### config.mk
export PLATFORM = sky130hd
export DESIGN_NAME = clock_phase_gen
export DESIGN_NICKNAME = d
export VERILOG_FILES = /design/src/rtl/clock_phase_gen.sv
export SDC_FILE = /design/constraint.sdc
export NUM_CORES = 1
export LEC_CHECK = 0
export BUFFER_PORTS_ARGS = -buffer_cell sky130_fd_sc_hd__buf_4
export CORE_ASPECT_RATIO = 0.75
export CORE_MARGIN = 4
export CORE_UTILIZATION = 45
export DETAILED_ROUTE_END_ITERATION = 7
export GPL_ROUTABILITY_DRIVEN = 0
export HOLD_SLACK_MARGIN = 0.05
export PLACE_DENSITY = 0.71
export SYNTH_ARGS = -nofsm -noshare
export SYNTH_HDL_FRONTEND = slang
export SYNTH_SLANG_ARGS = --single-unit
### constraint.sdc
create_clock -name MasterClock -period 2.3 [get_ports MasterClock]
set_input_delay 0.46 -clock MasterClock [delete_from_list [all_inputs] [get_ports MasterClock]]
set_output_delay 0.46 -clock MasterClock [all_outputs]
set_load 0.03 [all_outputs]
### src/rtl/clock_phase_gen.sv
// Divides MasterClock into a 50%-duty clkOut with rise/fall strobes, a stop/start
// handshake that parks clkOut low, and an edge-strobe synchroniser for extClk.
//
// state   | meaning
// RUN     | dividing normally, clkOut toggles every divReg cycles
// DRAIN   | stop requested while high; finish the high phase, then stop
// STOPPED | clkOut parked low, cnt held at 0, stopAck high
module clock_phase_gen #(
  parameter int DIV_WIDTH   = 4,
  parameter int DEFAULT_DIV = 2
) (
  input  logic                 MasterClock,
  input  logic                 resetL,
  input  logic                 divLoad,
  input  logic [DIV_WIDTH-1:0] divValue,
  input  logic                 stopReq,
  input  logic                 extClk,
  output logic                 clkOut,
  output logic                 clkRise,
  output logic                 clkFall,
  output logic                 stopAck,
  output logic                 extRise,
  output logic                 extFall
);

  localparam logic [1:0] RUN     = 2'd0;
  localparam logic [1:0] DRAIN   = 2'd1;
  localparam logic [1:0] STOPPED = 2'd2;

  localparam logic [DIV_WIDTH-1:0] ONE = DIV_WIDTH'(1);
  localparam logic [DIV_WIDTH-1:0] DEF = DIV_WIDTH'(DEFAULT_DIV);

  logic [1:0]           state;
  logic [DIV_WIDTH-1:0] cnt;
  logic [DIV_WIDTH-1:0] divReg;
  logic [DIV_WIDTH-1:0] pendDiv;
  logic                 pendValid;
  logic                 s1, s2, s3;

  logic                 termCnt;
  logic                 fallEdge;
  logic                 applyPend;
  logic [DIV_WIDTH-1:0] loadVal;

  assign termCnt = (cnt == divReg - ONE);
  assign loadVal = (divValue == '0) ? ONE : divValue;

  always_comb begin
    fallEdge = 1'b0;
    if (state == RUN || state == DRAIN) fallEdge = termCnt && clkOut;
  end

  // A pending divide only takes effect at a falling toggle (or while stopped),
  // so every new period begins with a full low phase.
  assign applyPend = pendValid && (fallEdge || state == STOPPED);

  always_ff @(posedge MasterClock or negedge resetL) begin
    if (!resetL) begin
      state     <= RUN;
      cnt       <= '0;
      divReg    <= DEF;
      pendDiv   <= DEF;
      pendValid <= 1'b0;
      clkOut    <= 1'b0;
      clkRise   <= 1'b0;
      clkFall   <= 1'b0;
      stopAck   <= 1'b0;
    end else begin
      clkRise <= 1'b0;
      clkFall <= 1'b0;

      if (divLoad) begin
        pendDiv   <= loadVal;
        pendValid <= 1'b1;
      end else if (applyPend) begin
        pendValid <= 1'b0;
      end
      if (applyPend) divReg <= pendDiv;

      case (state)
        RUN: begin
          if (stopReq && !clkOut) begin
            state   <= STOPPED;
            cnt     <= '0;
            stopAck <= 1'b1;
          end else if (termCnt) begin
            clkOut  <= !clkOut;
            cnt     <= '0;
            clkRise <= !clkOut;
            clkFall <= clkOut;
            // Stop requested exactly as the high phase ends: no drain needed.
            if (stopReq) begin
              state   <= STOPPED;
              stopAck <= 1'b1;
            end
          end else begin
            cnt <= cnt + ONE;
            if (stopReq) state <= DRAIN;
          end
        end

        DRAIN: begin
          if (termCnt) begin
            clkOut  <= 1'b0;
            cnt     <= '0;
            clkFall <= 1'b1;
            state   <= STOPPED;
            stopAck <= 1'b1;
          end else begin
            cnt <= cnt + ONE;
          end
        end

        STOPPED: begin
          clkOut <= 1'b0;
          cnt    <= '0;
          if (!stopReq) begin
            state   <= RUN;
            stopAck <= 1'b0;
          end
        end

        default: begin
          state   <= RUN;
          cnt     <= '0;
          clkOut  <= 1'b0;
          stopAck <= 1'b0;
        end
      endcase
    end
  end

  always_ff @(posedge MasterClock or negedge resetL) begin
    if (!resetL) begin
      s1      <= 1'b0;
      s2      <= 1'b0;
      s3      <= 1'b0;
      extRise <= 1'b0;
      extFall <= 1'b0;
    end else begin
      s1      <= extClk;
      s2      <= s1;
      s3      <= s2;
      extRise <= s2 & ~s3;
      extFall <= ~s2 & s3;
    end
  end

endmodule

# Word-level counts from Yosys, hierarchy flattened
# Index checks and enable logic that the tools add are counted.
[totals]
reg_bits = 24
output_inout_bits = 6
[classes]
addsub = 2
eq_ne = 9
muxes = 31
n_bitwise = 4
reduce_logical = 12
[ops]
columns = ["cell", "count"]
rows = [
  ["1-bit 2-to-1 mux", 17],
  ["2-bit 2-to-1 mux", 6],
  ["4-bit 2-to-1 mux", 3],
  ["2-bit inequality test, second input constant", 4],
  ["4-bit case mux with 2 select lines", 1],
  ["3-bit by 2-bit inequality test with 1-bit output, second input constant", 2],
  ["2-bit case mux with 3 select lines", 1],
  ["3-bit AND reduction", 2],
  ["4-bit by 1-bit adder with 4-bit output, second input constant", 1],
  ["4-bit equality test", 1],
  ["4-bit zero test", 1],
  ["1-bit case mux with 2 select lines", 2],
  ["4-bit AND reduction", 1],
  ["4-bit by 1-bit subtractor with 4-bit output, second input constant", 1],
  ["1-bit logical AND", 3],
  ["1-bit case mux with 3 select lines", 1],
  ["1-bit AND", 2],
  ["2-bit by 1-bit equality test with 1-bit output, second input constant", 1],
  ["2-bit equality test, second input constant", 1],
  ["2-bit zero test", 1],
  ["1-bit logical OR", 2],
  ["1-bit NOT", 2],
  ["2-bit nonzero test", 1],
  ["1-bit zero test", 1],
]

# Depth between registers and ports, before layout
# Gate-level depths: netlist of the first run.
[depth]
ltp_word = 8
mapped_depth = 6

# Worst setup path before layout of the first run
# OpenSTA, ideal clock, no wires.
[synth_timing]
path_type = "register to register"
start = "register divReg[1]"
end = "register divReg[2]"
setup_ps = 134
arrival_ps = 1634
setup_slack_ps = 531
stages_incl_launch_ff = 7
n_path_buf = 0
cell_sequence = "dfstp_2 inv_1 ha_1 xor2_1 nand3_2 nor4_4 o21ai_0"
[synth_via]
elab_chain_cells = 6
[synth_lines]
columns = ["element", "line_no", "source"]
rows = [
  ["start: declaration", "35", "logic [DIV_WIDTH-1:0] divReg;"],
  ["start signal: assignment", "78", "if (applyPend) divReg <= pendDiv;"],
  ["4-bit by 1-bit subtractor with 4-bit output", "45", "assign termCnt = (cnt == divReg - ONE);"],
  ["4-bit equality test", "45", ""],
  ["1-bit logical AND", "50", "if (state == RUN || state == DRAIN) fallEdge = termCnt && clkOut;"],
  ["1-bit 2-to-1 mux", "50", ""],
  ["1-bit logical OR", "55", "assign applyPend = pendValid && (fallEdge || state == STOPPED);"],
  ["1-bit logical AND", "55", ""],
]
# No other way between the ends.
# A chain may end at the register's enable or synchronous reset.

# Worst setup path in the final report of the first run
[layout_timing]
start = "register divReg[1]"
end = "register divReg[3]"
# The elaborated chain is that of the path after synthesis.

==> impl_metrics.env, run 1 <==
export IMPL_synth_top_family_by_area="simple AND/OR/NAND/NOR gates"
export IMPL_postCtsHoldBufs=1
export IMPL_relSlewSlack_pct=60.17
export IMPL_finClkSkew_ns=0.009916
export IMPL_power_mw=1.736
export IMPL_rr_endpoint="divReg[3]$_DFFE_PN0P_"
export IMPL_io_pins=15
export IMPL_ys_types=35
export IMPL_min_path_cells=1
export IMPL_place_ws_ns=0.3735
export IMPL_synth_area_leaders="dfrtp_1 47%, dfstp_2 4.4%, nor4_1 4.2%, a32oi_1 3.0%, xor2_1 3.0%"
export IMPL_io_buffers=14
export IMPL_drv_slew=0
export IMPL_synth_area_sq_mm=0.001184
export IMPL_overflow=0
export IMPL_setup_violations=0
export IMPL_cts_tree="yes"
export IMPL_critPathArrivalTime_ns=2.17
export IMPL_dp_hpwl_mm=1.706
export IMPL_whs_endpoint="s1$_DFF_PN0_"
export IMPL_worstMarginPinSlew_ns=0.5975
export IMPL_diodes=0
export IMPL_ys_seq_area_share_pct=50.95
export IMPL_yosysTopAreaCell="dfrtp_1"
export IMPL_clk_latency_ns=0.32
export IMPL_p_leak_nw=0.5940
export IMPL_drt_first_pass_iters=4
export IMPL_crit_path_top_delay_cell="dfstp_2"
export IMPL_outcome="complete, no violations"
export IMPL_p_per_area_mw_per_mm2=1257
export IMPL_cts_root_buf="clkbuf_4"
export IMPL_yosys_area_share_xor_xnor_pct=9.937
export IMPL_crit_buf_inv=1
export IMPL_criticalPathCategory="flip-flop to flip-flop"
export IMPL_cp_max_fo=6
export IMPL_vdd_drop_max_mv=0.5865
export IMPL_cts_resized=0
export IMPL_synthFlopType="dfrtp_1"
export IMPL_critical_path_top_delay_family="flip-flops"
export IMPL_fmax_ghz=0.5071
export IMPL_post_cts_setup_buffer_count=0
export IMPL_min_period_over_period_pct=85.73
export IMPL_grt_setup_unrepaired="false"
export IMPL_ant_nets=0
export IMPL_synth_simple_area_share_pct=21.67
export IMPL_start_util_pct=49.27
export IMPL_critPathCaptureType="flip-flop"
export IMPL_synth_compound_area_share_pct=10.15
export IMPL_syn2layout_area_growth_pct=16.70
export IMPL_drcViolationCount=0
export IMPL_cp_start_kind="flip-flop"
export IMPL_grtUsageTotal_pct=15.82
export IMPL_cts_buffers=3
export IMPL_syn_nets=114
export IMPL_grt_pass1_wl_mm=4.084
export IMPL_crit_path_max_incr_delay_ns=0.56
export IMPL_cap_violations=0
export IMPL_avgSynthCellArea_sq_um=11.49
export IMPL_rrSetupSlack_ns=0.33
export IMPL_yosysWarnings=0
export IMPL_worstPathRequired_ns=2.50
export IMPL_hp_class="input port to flip-flop"
export IMPL_synth_seq_cells=24
export IMPL_vias_per_cell=5.725
export IMPL_antenna_found_initial=0
export IMPL_worst_r2r_startpoint="divReg[1]$_DFFE_PN1P_"
export IMPL_fin_setup_tns_ns=0
export IMPL_htreeDepth=1
export IMPL_die_h_um=52.42
export IMPL_worstSetupPathDepth=6
export IMPL_synth_edff_count=0
export IMPL_grt_pass1_vias=864
export IMPL_finalHoldViolations=0
export IMPL_synth_adder_area_share_pct=2.114
export IMPL_synth_top_area_share_pct=46.51
export IMPL_clkTransAtPathRegs_ns=0.13
export IMPL_via_count=876
export IMPL_clock_path_buffers=2
export IMPL_clock_sinks=24
export IMPL_layout_nets=131
export IMPL_min_period_ns=1.972
export IMPL_crit_chain="inv_1, ha_1, xor2_1, nand3_2, nor4_4, o21ai_0"
export IMPL_core_area_sq_mm=0.002402
export IMPL_async_flop_share_pct=100.0
export IMPL_finalWirelength_mm=2.395
export IMPL_setup_ws_ns=0.3281
export IMPL_wire_per_inst_um=15.65
export IMPL_drive_gt1_share_pct=26.05
export IMPL_dieArea_sq_mm=0.003523
export IMPL_worstHoldStart="extClk"
export IMPL_drtIter0Drc=42
export IMPL_synth_mux_area_share_pct=2.854
export IMPL_die_w_um=67.22
export IMPL_row_count=15
export IMPL_syn_instance_count=103
export IMPL_grt_max_degree=25
export IMPL_reg2reg_depth=6
export IMPL_fillers=211
==> placed cells by master, fill, tap and decap left out <==
cell type / synthesis / layout
nor2_4: 1 / 1
dfrtp_1: 22 / 22
nand4_1: 2 / 2
o21ai_0: 3 / 3
o32a_1: 2 / 2
nor3_2: 2 / 2
bufinv_16: 0 / 1
xnor2_1: 3 / 3
dfstp_2: 2 / 2
and2_1: 1 / 1
a31oi_1: 1 / 1
nor2b_1: 4 / 4
nor2_1: 5 / 5
mux2_2: 3 / 3
nand3_1: 1 / 1
and3_1: 2 / 2
xnor3_2: 1 / 1
nand2_1: 4 / 4
xor2_1: 4 / 4
nor4_1: 8 / 8
o31ai_1: 2 / 2
ha_1: 2 / 2
nand2b_1: 4 / 4
o22ai_1: 1 / 1
clkbuf_4: 0 / 3
nand3_2: 1 / 1
nor4_4: 1 / 1
dlygate4sd3_1: 0 / 1
a21o_1: 1 / 1
a21oi_1: 3 / 3
buf_4: 0 / 14
inv_1: 4 / 4
nor3_1: 3 / 3
a32oi_1: 4 / 4
nor4b_1: 1 / 1
xnor2_2: 2 / 2
==> worst max-delay path by stage <==
stage / slack (ns) / endpoint / start
floorplan: 0.53 / divReg[2]$_DFFE_PN0P_ / divReg[1]$_DFFE_PN1P_
global placement: 0.45 / divReg[3]$_DFFE_PN0P_ / divReg[1]$_DFFE_PN1P_
detailed placement: 0.37 / divReg[3]$_DFFE_PN0P_ / divReg[1]$_DFFE_PN1P_
CTS: 0.35 / divReg[3]$_DFFE_PN0P_ / divReg[1]$_DFFE_PN1P_
global route: 0.20 / divReg[3]$_DFFE_PN0P_ / divReg[1]$_DFFE_PN1P_
finish: 0.33 / divReg[3]$_DFFE_PN0P_ / divReg[1]$_DFFE_PN1P_
==> cell usage after synthesis (all sizes together), types with 2 or more instances <==
master and instances:
dfrtp 22, nor4 9, nor2 6, nor3 5
xnor2 5, a32oi 4, inv 4, nand2 4
nand2b 4, nor2b 4, xor2 4, a21oi 3
mux2 3, o21ai 3, and3 2, buf 2
dfstp 2, ha 2, nand3 2, nand4 2
o31ai 2, o32a 2
==> through the flow <==
stage	std cells	hold slack [ns]	util [%]	area (sq um)
3_5_place_dp	148	0.3371	54.90	1319
5_1_grt	153	0.2021	57.50	1381
4_1_cts	153	0.2159	57.50	1381
3_3_place_gp	148	0.3337	54.90	1319
2_1_floorplan	103	0.1644	-	1184
6_report	153	0.2342	57.50	1381
==> where the power goes <==
group	internal [mW]	switching, mW	leakage [nW]
combinational	0.292	0.498	0.269
sequential	0.517	0.126	0.297
clock	0.176	0.127	0.0279
==> cell families (layout without fill, tap and decap cells) <==
kind of cell	after synthesis	in the layout
AND/OR/NAND/NOR	40	40
flip-flops	24	24
AO/OA/AOI/OAI	17	17
XOR/XNOR	10	10
buffers and inverters	7	23
multiplexers	3	3
adder cells (fa/ha/maj)	2	2
==> area by class of cell <==
cell class                      instances  area [sq um]  share of cell area (%)
Clock buffer                            3         22.52                   1.630
Timing Repair Buffer                   15         115.1                   8.333
Tap cell                               34         42.54                   3.080
Multi-Input combinational cell         72         553.0                   40.04
Sequential cell                        24         603.1                   43.66
Inverter                                4         15.01                   1.087
Clock inverter                          1         30.03                   2.174
==> state kept, by name (all words and copies together) (netlist names) <==
| signal | count |
|---|---|
| cnt | 4 |
| divReg | 4 |
| pendDiv | 4 |
| state | 2 |
| clkFall | 1 |
| clkOut | 1 |
| clkRise | 1 |
| extFall | 1 |
| extRise | 1 |
| pendValid | 1 |
| s1 | 1 |
| s2 | 1 |
| s3 | 1 |
| stopAck | 1 |
==> routing by layer <==
| metal | up-vias | GRT usage, % | part of all wire [%] |
|---|---|---|---|
| li1 | 410 | - | - |
| met1 | 431 | 22.55 | 48 |
| met2 | 27 | 22.19 | 44 |
| met3 | 8 | 4.936 | 4.8 |
| met4 | 0 | 6.061 | 2.3 |
| met5 | - | 0 | 0 |
Power figures use the tool's default switching activity.
==> inputs of run 2 (changes only) <==
--- a/config.mk
+++ b/config.mk
@@ -9,6 +9,7 @@
 export CORE_ASPECT_RATIO = 0.75
 export CORE_MARGIN = 4
 export CORE_UTILIZATION = 45
+export CTS_BUF_LIST = sky130_fd_sc_hd__clkbuf_8
 export DETAILED_ROUTE_END_ITERATION = 7
 export GPL_ROUTABILITY_DRIVEN = 0
 export HOLD_SLACK_MARGIN = 0.05
==> run 2 against run 1 <==
Via count up 0.11%. Highest routed layer unchanged. Total power grew 4.1%. Worst hold slack lost 0.17 ns. Combinational power about the same. Critical path type unchanged. Worst setup slack better by 0.018 ns.
==> impl_metrics.env, run 2 (synthesis results as in run 1) <==
export IMPL_layout_nets=130
export IMPL_fin_setup_tns_ns=0
export IMPL_rrSetupSlack_ns=0.35
export IMPL_grtUsageTotal_pct=16.37
export IMPL_diodes=0
export IMPL_min_period_ns=1.954
export IMPL_criticalPathCategory="flip-flop to flip-flop"
export IMPL_outcome="complete, no violations"
export IMPL_reg2reg_depth=6
export IMPL_place_area_sq_mm=0.001319
export IMPL_finalHoldViolations=0
export IMPL_cts_resized=0
export IMPL_worstPathRequired_ns=2.44
export IMPL_vdd_drop_max_mv=0.6625
export IMPL_clock_sinks=24
export IMPL_dieArea_sq_mm=0.003523
export IMPL_grt_max_degree=25
export IMPL_crit_buf_inv=1
export IMPL_cts_buffers=3
export IMPL_dp_hpwl_mm=1.706
export IMPL_cp_max_fo=6
export IMPL_mostFrequentLayoutCells="22 x dfrtp_1, 14 x buf_4, 8 x nor4_1, 5 x nor2_1"
export IMPL_wire_per_inst_um=16.06
export IMPL_drt_first_pass_iters=4
export IMPL_cap_violations=0
export IMPL_post_cts_setup_buffer_count=0
export IMPL_io_pins=15
export IMPL_relSlewSlack_pct=59.85
export IMPL_drtIter0Drc=30
export IMPL_drv_slew=0
export IMPL_row_count=15
export IMPL_crit_path_max_incr_delay_ns=0.54
export IMPL_clk_latency_ns=0.27
export IMPL_antenna_found_initial=0
export IMPL_final_util_pct=57.86
export IMPL_cp_start_kind="flip-flop"
export IMPL_via_count=877
export IMPL_drcViolationCount=0
export IMPL_clock_path_buffers=2
export IMPL_layout_commonest_cell="dfrtp_1"
export IMPL_p_per_area_mw_per_mm2=1300
export IMPL_crit_path_top_delay_cell="dfstp_2"
export IMPL_cts_root_buf="clkbuf_8"
export IMPL_die_h_um=52.42
export IMPL_hold_ws_ns=0.06455
export IMPL_die_w_um=67.22
export IMPL_postCtsHoldBufs=0
export IMPL_setup_violations=0
export IMPL_finalWirelength_mm=2.441
export IMPL_grt_pass1_vias=909
export IMPL_cts_tree="yes"
export IMPL_overflow=0
export IMPL_htreeDepth=1
export IMPL_clkTransAtPathRegs_ns=0.09
export IMPL_finClkSkew_ns=0.008921
export IMPL_critPathArrivalTime_ns=2.10
export IMPL_vias_per_cell=5.770
export IMPL_largestRegisters="cnt x4, divReg x4, pendDiv x4"
export IMPL_stdcell_area_sq_mm=0.001390
export IMPL_core_area_sq_mm=0.002402
export IMPL_grt_setup_unrepaired="false"
export IMPL_io_buffers=14
export IMPL_hp_class="input port to async pin"
export IMPL_rr_endpoint="divReg[3]$_DFFE_PN0P_"
export IMPL_crit_chain="inv_1, ha_1, xor2_1, nand3_2, nor4_4, o21ai_0"
export IMPL_drive_gt1_share_pct=26.27
export IMPL_worstMarginPinSlew_ns=0.6023
export IMPL_ant_nets=0
export IMPL_p_leak_nw=0.5976
export IMPL_min_period_over_period_pct=84.95
export IMPL_worst_r2r_startpoint="divReg[1]$_DFFE_PN1P_"
export IMPL_critPathCaptureType="flip-flop"
export IMPL_syn2layout_area_growth_pct=17.44
export IMPL_grt_pass1_wl_mm=4.236
export IMPL_critical_path_top_delay_family="flip-flops"
export IMPL_fmax_ghz=0.5118
export IMPL_start_util_pct=49.27
## run 2: worst reg2reg max path, delay by kind of cell, from the launching register on
kind | cells | cell delay, ns
buffers and inverters | 1 | 0.06
XOR/XNOR | 1 | 0.22
AND/OR/NAND/NOR | 2 | 0.54
AO/OA/AOI/OAI | 1 | 0.15
flip-flops | 1 | 0.54
adder cells (fa/ha/maj) | 1 | 0.32
## run 2: metal layers
metal | vias up | wire length, um | GRT usage, %
met2 | 25 | 1114 | 23.65
met3 | 8 | 126 | 4.506
li1 | 414 | - | -
met1 | 430 | 1149 | 22.96
met5 | - | 0 | 0
met4 | 0 | 50 | 6.734
## run 2: worst max-delay path by stage
stage	from	endpoint	slack, ns	cells past startpoint
after global routing	divReg[1]$_DFFE_PN1P_	divReg[3]$_DFFE_PN0P_	0.18	6
after detailed placement	divReg[1]$_DFFE_PN1P_	divReg[3]$_DFFE_PN0P_	0.37	6
after floorplan	divReg[1]$_DFFE_PN1P_	divReg[2]$_DFFE_PN0P_	0.53	6
after global placement	divReg[1]$_DFFE_PN1P_	divReg[3]$_DFFE_PN0P_	0.45	6
after CTS	divReg[1]$_DFFE_PN1P_	divReg[3]$_DFFE_PN0P_	0.34	6
final	divReg[1]$_DFFE_PN1P_	divReg[3]$_DFFE_PN0P_	0.35	6
## run 2: metrics by stage
stage	power, mW	std cells	setup slack, ns
3_5_place_dp	1.419	148	0.3735
4_1_cts	1.802	152	0.3419
2_1_floorplan	1.226	103	0.5312
3_3_place_gp	1.386	148	0.4539
6_report	1.807	152	0.3461
5_1_grt	1.921	152	0.1820
## run 2: final cells by class
cell class	count	area (sq um)
clock buffers	3	41.29
clock inverters	1	30.03
fillers	204	1012
inverters	4	15.01
multi-input cells	72	553.0
flip-flops and latches	24	603.1
well taps	34	42.54
repair buffers	14	105.1
## run 2: report_power, final
part           internal (mW)  leakage [nW]  total [mW]  switching [mW]
sequential             0.517         0.297       0.646           0.129
combinational          0.290         0.265       0.790           0.500
clock                  0.233        0.0357       0.371           0.138
total                   1.04         0.598        1.81           0.767
